File: config.mk
export PLATFORM = sky130hd
export DESIGN_NAME = id_regfile_wb_sink
export DESIGN_NICKNAME = d
export VERILOG_FILES = /design/src/rtl/id_regfile_wb_sink.sv
export SDC_FILE = /design/constraint.sdc
export NUM_CORES = 2
export LEC_CHECK = 0
export CAP_MARGIN = 25
export CORE_MARGIN = 10
export CORE_UTILIZATION = 63
export CTS_CLUSTER_SIZE = 10
export DETAILED_ROUTE_END_ITERATION = 16
export PLACE_DENSITY = 0.81
export SLEW_MARGIN = 20
export SYNTH_ARGS = -nofsm -noshare
export SYNTH_HDL_FRONTEND = slang
export SYNTH_SLANG_ARGS = --single-unit
File: constraint.sdc
create_clock -name clk -period 3.2 [get_ports clk]
set_input_delay 0.64 -clock clk [delete_from_list [all_inputs] [get_ports clk]]
set_output_delay 0.64 -clock clk [all_outputs]
set_load 0.1 [all_outputs]
File: src/rtl/id_regfile_wb_sink.sv
// ID-stage register file, receiving end of the writeback path.
//
// Holds x0..x31 (x0 reads as zero, writes to it are dropped). Two combinational read ports with a
// same-cycle bypass from the WB write port; storage is written on the rising clock edge.
//
// Optional feature, macro REGFILE_SCOREBOARD_EN:
//   defined   - a per-register pending-write counter tracks in-flight writes (issue +1,
//               WB retire -1, EX squash -1) and stall_ID flags RAW hazards and full counters.
//   undefined - no counters, issue_ID/squash_EX ignored, stall_ID tied to 0.
//
// Ports:
//   clk, reset                        clock; asynchronous active-low reset
//   rs1_ID, rs2_ID                    source indices
//   readData1_ID, readData2_ID        source values (combinational, WB-bypassed)
//   issue_ID, rd_issue_ID             instruction with RegWrite leaving ID, and its destination
//   RegWrite_WB, rd_ID, writeData_ID  writeback port
//   squash_EX, rd_squash_EX           EX instruction with RegWrite killed by a flush
//   stall_ID                          hold ID: RAW hazard or destination counter full
module id_regfile_wb_sink #(
  parameter int unsigned DATA_WIDTH = 32,
  parameter int unsigned PEND_W     = 2
) (
  input  logic                  clk,
  input  logic                  reset,
  input  logic [4:0]            rs1_ID,
  input  logic [4:0]            rs2_ID,
  output logic [DATA_WIDTH-1:0] readData1_ID,
  output logic [DATA_WIDTH-1:0] readData2_ID,
  input  logic                  issue_ID,
  input  logic [4:0]            rd_issue_ID,
  input  logic                  RegWrite_WB,
  input  logic [4:0]            rd_ID,
  input  logic [DATA_WIDTH-1:0] writeData_ID,
  input  logic                  squash_EX,
  input  logic [4:0]            rd_squash_EX,
  output logic                  stall_ID
);

  logic [DATA_WIDTH-1:0] regs_q [32];

  // Entry 0 is never written, so it stays at its reset value; the read path masks it anyway.
  always_ff @(posedge clk or negedge reset) begin
    if (!reset) begin
      for (int i = 0; i < 32; i++) begin
        regs_q[i] <= '0;
      end
    end else if (RegWrite_WB && (rd_ID != 5'd0)) begin
      regs_q[rd_ID] <= writeData_ID;
    end
  end

  always_comb begin
    readData1_ID = regs_q[rs1_ID];
    if (rs1_ID == 5'd0) begin
      readData1_ID = '0;
    end else if (RegWrite_WB && (rd_ID == rs1_ID)) begin
      readData1_ID = writeData_ID;
    end
  end

  always_comb begin
    readData2_ID = regs_q[rs2_ID];
    if (rs2_ID == 5'd0) begin
      readData2_ID = '0;
    end else if (RegWrite_WB && (rd_ID == rs2_ID)) begin
      readData2_ID = writeData_ID;
    end
  end

`ifdef REGFILE_SCOREBOARD_EN
  localparam int unsigned MaxCnt = (2 ** PEND_W) - 1;

  logic [PEND_W-1:0] cnt_q [32];
  logic [PEND_W-1:0] cnt_d [32];
  logic              underflow;
  logic              issue_at_max;
  logic              busy1, busy2, rd_full;

  // A write retiring (or being squashed) this cycle no longer blocks the reader.
  function automatic logic is_busy(logic [PEND_W-1:0] cnt, logic wb_hit, logic sq_hit);
    int rem;
    rem = int'(cnt) - (wb_hit ? 1 : 0) - (sq_hit ? 1 : 0);
    return rem > 0;
  endfunction

  always_comb begin
    int tmp;
    tmp       = 0;
    underflow = 1'b0;
    cnt_d[0]  = '0;
    for (int r = 1; r < 32; r++) begin
      tmp = int'(cnt_q[r]);
      if (issue_ID && (rd_issue_ID == 5'(r))) tmp = tmp + 1;
      if (RegWrite_WB && (rd_ID == 5'(r))) tmp = tmp - 1;
      if (squash_EX && (rd_squash_EX == 5'(r))) tmp = tmp - 1;
      // Both clamps only engage on a protocol violation.
      if (tmp < 0) begin
        underflow = 1'b1;
        tmp       = 0;
      end else if (tmp > int'(MaxCnt)) begin
        tmp = int'(MaxCnt);
      end
      cnt_d[r] = PEND_W'(tmp);
    end
  end

  always_ff @(posedge clk or negedge reset) begin
    if (!reset) begin
      for (int i = 0; i < 32; i++) begin
        cnt_q[i] <= '0;
      end
    end else begin
      for (int i = 0; i < 32; i++) begin
        cnt_q[i] <= cnt_d[i];
      end
    end
  end

  always_comb begin
    busy1   = (rs1_ID != 5'd0) &&
              is_busy(cnt_q[rs1_ID], RegWrite_WB && (rd_ID == rs1_ID),
                      squash_EX && (rd_squash_EX == rs1_ID));
    busy2   = (rs2_ID != 5'd0) &&
              is_busy(cnt_q[rs2_ID], RegWrite_WB && (rd_ID == rs2_ID),
                      squash_EX && (rd_squash_EX == rs2_ID));
    rd_full = (rd_issue_ID != 5'd0) && (cnt_q[rd_issue_ID] == PEND_W'(MaxCnt));
    issue_at_max = issue_ID && rd_full;
  end

  assign stall_ID = busy1 | busy2 | rd_full;

  always_ff @(posedge clk) begin
    if (reset) begin
      assert (!underflow);
      assert (!issue_at_max);
    end
  end
`else
  assign stall_ID = 1'b0;

  logic unused_sb;
  assign unused_sb = ^{issue_ID, rd_issue_ID, squash_EX, rd_squash_EX};
`endif

endmodule
Word-level counts from Yosys, hierarchy flattened
Cells that the tools add are included.
{"block": "totals", "register_bits": 1024, "latchBits": 0, "mem_bits_rw": 0, "rom_bits": 0, "in_bits": 62, "out_inout_bits": 65, "word_cells": 61, "memories": 0}
{"block": "classes", "add_sub_neg": 0, "mul": 0, "div_mod_pow": 0, "n_lt_le_gt_ge": 4, "eq_ne": 2, "shift": 0, "muxes": 13, "bitwise_logic": 3, "n_reduce_logical": 7}
{"op": "1024-bit bitwise mux", "n": 1}
{"op": "32-bit binary-select mux with 5-bit select", "n": 2}
{"op": "32-bit 2-to-1 mux", "n": 9}
{"op": "32-bit demux with 5-bit select", "n": 1}
{"op": "6-bit greater-or-equal comparator, second input constant", "n": 3}
{"op": "5-bit NOT with 6-bit output", "n": 3}
{"op": "5-bit equality test", "n": 2}
{"op": "5-bit logical NOT", "n": 2}
{"op": "6-bit by 1-bit < comparator with 1-bit output, second input constant", "n": 1}
{"op": "5-bit nonzero test", "n": 1}
{"op": "1-bit logical AND", "n": 4}

Depth between registers and ports, before layout
{"block": "logic_depth", "word_depth": 6, "depth_mapped": 11, "mapped_depth_nobuf": 6}

Worst setup path before layout
OpenSTA, ideal clock, no wires.
{"block": "synth_timing", "path_kind": "input port to output port", "from": "input rs1_ID[2]", "to": "output readData1_ID[11]", "arrival_time_ps": 4028, "t_required_ps": 2560, "path_slack_ps": -1468, "path_stages": 8, "path_buffers": 4, "cell_sequence": "buf_4 -> buf_2 -> buf_1 -> buf_4 -> o21ai_0 -> a211oi_1 -> a21oi_1 -> o21ai_0"}
{"block": "synth_between", "elab_chain_cells": 6, "word_cells_on_any_way": 9, "cone_classes": "eq/ne: 1; mux: 5; bitwise: 1; reduce/logical: 2"}
{"item": "from (decl)", "line": "25", "rtl": "input logic [4:0] rs1_ID,"}
{"item": "5-bit NOT with 6-bit output (not written as such)", "line": "53", "rtl": "readData1_ID = regs_q[rs1_ID];"}
{"item": "32-bit binary-select mux with 5-bit select", "line": "53"}
{"item": "32-bit 2-to-1 mux (not written as such) (2 in a row)", "line": "53"}
{"item": "32-bit 2-to-1 mux", "line": "56", "rtl": "end else if (RegWrite_WB && (rd_ID == rs1_ID)) begin"}
{"item": "32-bit 2-to-1 mux (*)", "line": "54", "rtl": "if (rs1_ID == 5'd0) begin"}
{"item": "to (decl)", "line": "27", "rtl": "output logic [DATA_WIDTH-1:0] readData1_ID,"}
Mark *: on every way between the ends. The rest lies on a longest branch, timed or not. The select of a mux whose other input is x is not followed.

Final worst setup path
{"block": "layout_timing", "from": "input rs2_ID[0]", "to": "output readData2_ID[18]"}
{"block": "layout_between", "elab_chain_cells": 6, "word_cells_on_any_way": 9, "cone_classes": "eq/ne: 1; mux: 5; bitwise: 1; reduce/logical: 2"}
{"item": "from (decl)", "line": "26", "rtl": "input logic [4:0] rs2_ID,"}
{"item": "5-bit NOT with 6-bit output (not written as such)", "line": "62", "rtl": "readData2_ID = regs_q[rs2_ID];"}
{"item": "32-bit binary-select mux with 5-bit select", "line": "62"}
{"item": "32-bit 2-to-1 mux (not written as such) (2 in a row)", "line": "62"}
{"item": "32-bit 2-to-1 mux", "line": "65", "rtl": "end else if (RegWrite_WB && (rd_ID == rs2_ID)) begin"}
{"item": "32-bit 2-to-1 mux (*)", "line": "63", "rtl": "if (rs2_ID == 5'd0) begin"}
{"item": "to (decl)", "line": "28", "rtl": "output logic [DATA_WIDTH-1:0] readData2_ID,"}
Marked as above.

==> results.toml <==
[power]
powerDensity_nw_per_um2 = 594
seqPwrFrac_pct = 42.5
p_int_w = 0.0282
max-vdd-ir-drop_uv = 477
p_leak_nw = 30.5
comb_power_share_pct = 28.3
clkPwrFrac_pct = 29.1
switching_power_w = 0.0133
swShare_pct = 32.1

[synth]
synth_nets = 3932
synth_common_cells = "mux2_2 (1,032), dfrtp_1 (1,024), mux4_2 (389)"
yosysTopAreaCell = "dfrtp_1"
synth_edf_count = 0
synth_ff_type = "dfrtp_1"
synthArstFlopShare_pct = 100
synth_cell_types = 64
synth_area_per_cell_sq_um = 14.4
ys_seq_area_share_pct = 46.1
ys_ff_latch = 1024
syn_inst = 3870
yosysMostFrequentCell = "mux2_2"
synth_top_cell_area_share_pct = 46.1
yosysWarnings = 0
synth_area_leaders = "dfrtp_1 (46%), mux2_2 (21%), mux4_2 (16%)"
syn_area_sq_um = 55600

[sta]
fmax_mhz = 283
final-hold-violation-count = 0
setup_viol = 63
clock_skew_ns = 0
worst_pin_slew_ns = 1.02
fin_crit_sh_pct = 110
slew_headroom_pct = 32.1
drv_slew = 0
final.setup.worst_slack_ns = -0.331
tns_ns = -8.81
rsz0062_at_grt = "true"
layout_min_cycle_time_ns = 3.53

[drt]
met1_length_um = 70900
wl_per_cell_um = 41.0
detail_route.vias_per_cell = 8.10
wl_met3_um = 40500
first_pass_iters = 6
top_layer_used = "met5"
finalWirelength_um = 227000
drc = 0
drt_iter0_drc = 7032
wl_met2_um = 92900
vias = 44910
ant_nets = 0

[outcome]
status = "finished with violations"
violations = "negative setup slack"

[critical_path]
crit_required_ns = 2.56
critPathCaptureType = "output port"
cp-start-kind = "primary input"
worstPathArrival_ns = 2.89
path_class = "in -> out"
worst-path-max-fanout = 8

[cells_and_area]
top_register = "regs_q"
nFillCells = 4027
reg_top3 = "regs_q (1024)"
area_growth_pct = 25.7
largest_reg_flops = 1024
layout-drive-gt1-share_pct = 60.9
layout.cells.non_filler = 5546
nets = 4414
post-route-util_pct = 80.1

[global_route]
antenna_found_initial = 15
grt_pass1_wl_um = 303000
grt_pass1_vias = 44318
grt_max_degree = 109
gr-total-overflow = 0
grt_usage_pct = 41.4

[min_path]
hold_class = "reg -> reg"

[floorplanning]
die_area_sq_um = 100000
fp-row-count = 108
core_sq_um = 87200
chipWidth_um = 317
die_height_um = 317
io_pins = 127
initial_core_util_pct = 63.8

[flow_run]
cap_violations = 0

[place]
place_ws_ns = -0.768
dp_cells = 5255
detailed_place_hpwl_um = 122000
place.gp.congestion = 0.922
port_buffers = 113

[clocking]
clkSinkCount = 1024
cts_tree = "built"
h-tree-depth = 3
clk_path_buf_depth = 3
clock_latency_ns = 0.71
cts_root_buffer = "clkbuf_16"
cts.reportedPaths.clkPinSlew_ns = 0.05
numCtsBuffers = 115
[worst max-delay path, cell delays in order]
cell      delay [ns]
buf_16          0.15
buf_16          0.18
buf_16          0.17
buf_6           0.12
mux2i_1         0.15
a22oi_1         0.35
o21ai_2         0.11
a211oi_2        0.30
o221ai_2        0.25
a31oi_4         0.25
buf_12          0.20
[placed cells by master, fill, tap and decap left out, drive strengths merged, types with 45 or more instances in the layout]
| master | instances |
|---|---|
| clkbuf | 149 |
| a22oi | 71 |
| mux2i | 254 |
| buf | 750 |
| o22ai | 45 |
| a211oi | 54 |
| mux2 | 1032 |
| nand2 | 50 |
| nor2b | 50 |
| nor2 | 52 |
| dfrtp | 1024 |
| o21ai | 78 |
| a21oi | 81 |
| mux4 | 392 |
[metal layers]
metal,vias up,track usage (%)
li1,15898,-
met1,22365,51.5
met2,4890,57.5
met3,1727,17.6
met4,30,29.9
met5,-,0.532
[worst paths after layout]
check / startpoint / to / slack [ns] / cells after the start
max in group asynchronous: reset / regs_q[766]$_DFFE_PN0P_ / 1.70 / 4
min in group asynchronous: reset / regs_q[239]$_DFFE_PN0P_ / 0.43 / 2
worst max-delay path: rs2_ID[0] / readData2_ID[18] / -0.33 / 11
worst max register to register: regs_q[698]$_DFFE_PN0P_ / regs_q[698]$_DFFE_PN0P_ / 2.17 / 3
worst min register to register: regs_q[995]$_DFFE_PN0P_ / regs_q[995]$_DFFE_PN0P_ / 0.40 / 0
worst min-delay path: regs_q[995]$_DFFE_PN0P_ / regs_q[995]$_DFFE_PN0P_ / 0.40 / 0
[what timing repair did]
item,CTS,global route
hold buffers,1,0
resized for setup,305,235
hold endpoints to repair,16,0
setup endpoints to repair,64,64
buffers inserted,69,55
pin swaps,73,114
cloned,20,10
[per-stage QoR]
stage | cell area [sq um] | hold slack, ns | total power (W)
floorplan | 55900 | 0.344 | 0.0239
global placement | 62800 | 0.376 | 0.0270
detailed placement | 62800 | 0.382 | 0.0275
CTS | 68300 | 0.396 | 0.0400
global route | 69800 | 0.412 | 0.0424
finish | 69900 | 0.404 | 0.0415
[logic make-up after synthesis]
group / count (synthesis) / share of synthesized area (%)
AOI/OAI and AO/OA: 473 / 5.89
xor gates and xnor gates: 10 / 0.158
buffers and inverters: 441 / 4.11
DFF: 1024 / 46.1
muxes: 1678 / 41.4
other: 1 / 0.00675
and+or+nand+nor: 243 / 2.33
[power by group through the flow]
| stage | Combinational (W) | Sequential (W) | Clock [W] |
|---|---|---|---|
| after floorplan | 0.00712 | 0.0167 | 0 |
| after global placement | 0.00984 | 0.0172 | 0 |
| after detailed placement | 0.0101 | 0.0174 | 0 |
| after CTS | 0.0108 | 0.0172 | 0.0119 |
| after global routing | 0.0121 | 0.0178 | 0.0125 |
| final | 0.0118 | 0.0177 | 0.0121 |
[final cells by class]
| type | instances | area [sq um] | share of cell area, % |
|---|---|---|---|
| Timing Repair Buffer | 801 | 9790 | 14.0 |
| Inverter | 4 | 18.8 | 0.0269 |
| Antenna cell | 11 | 27.5 | 0.0394 |
| Clock buffer | 136 | 3040 | 4.35 |
| Multi-Input combinational cell | 2406 | 29800 | 42.6 |
| Tap cell | 1155 | 1450 | 2.07 |
| Sequential cell | 1024 | 25600 | 36.7 |
| Clock inverter | 9 | 145 | 0.208 |
(Power assumes the default switching activity.)
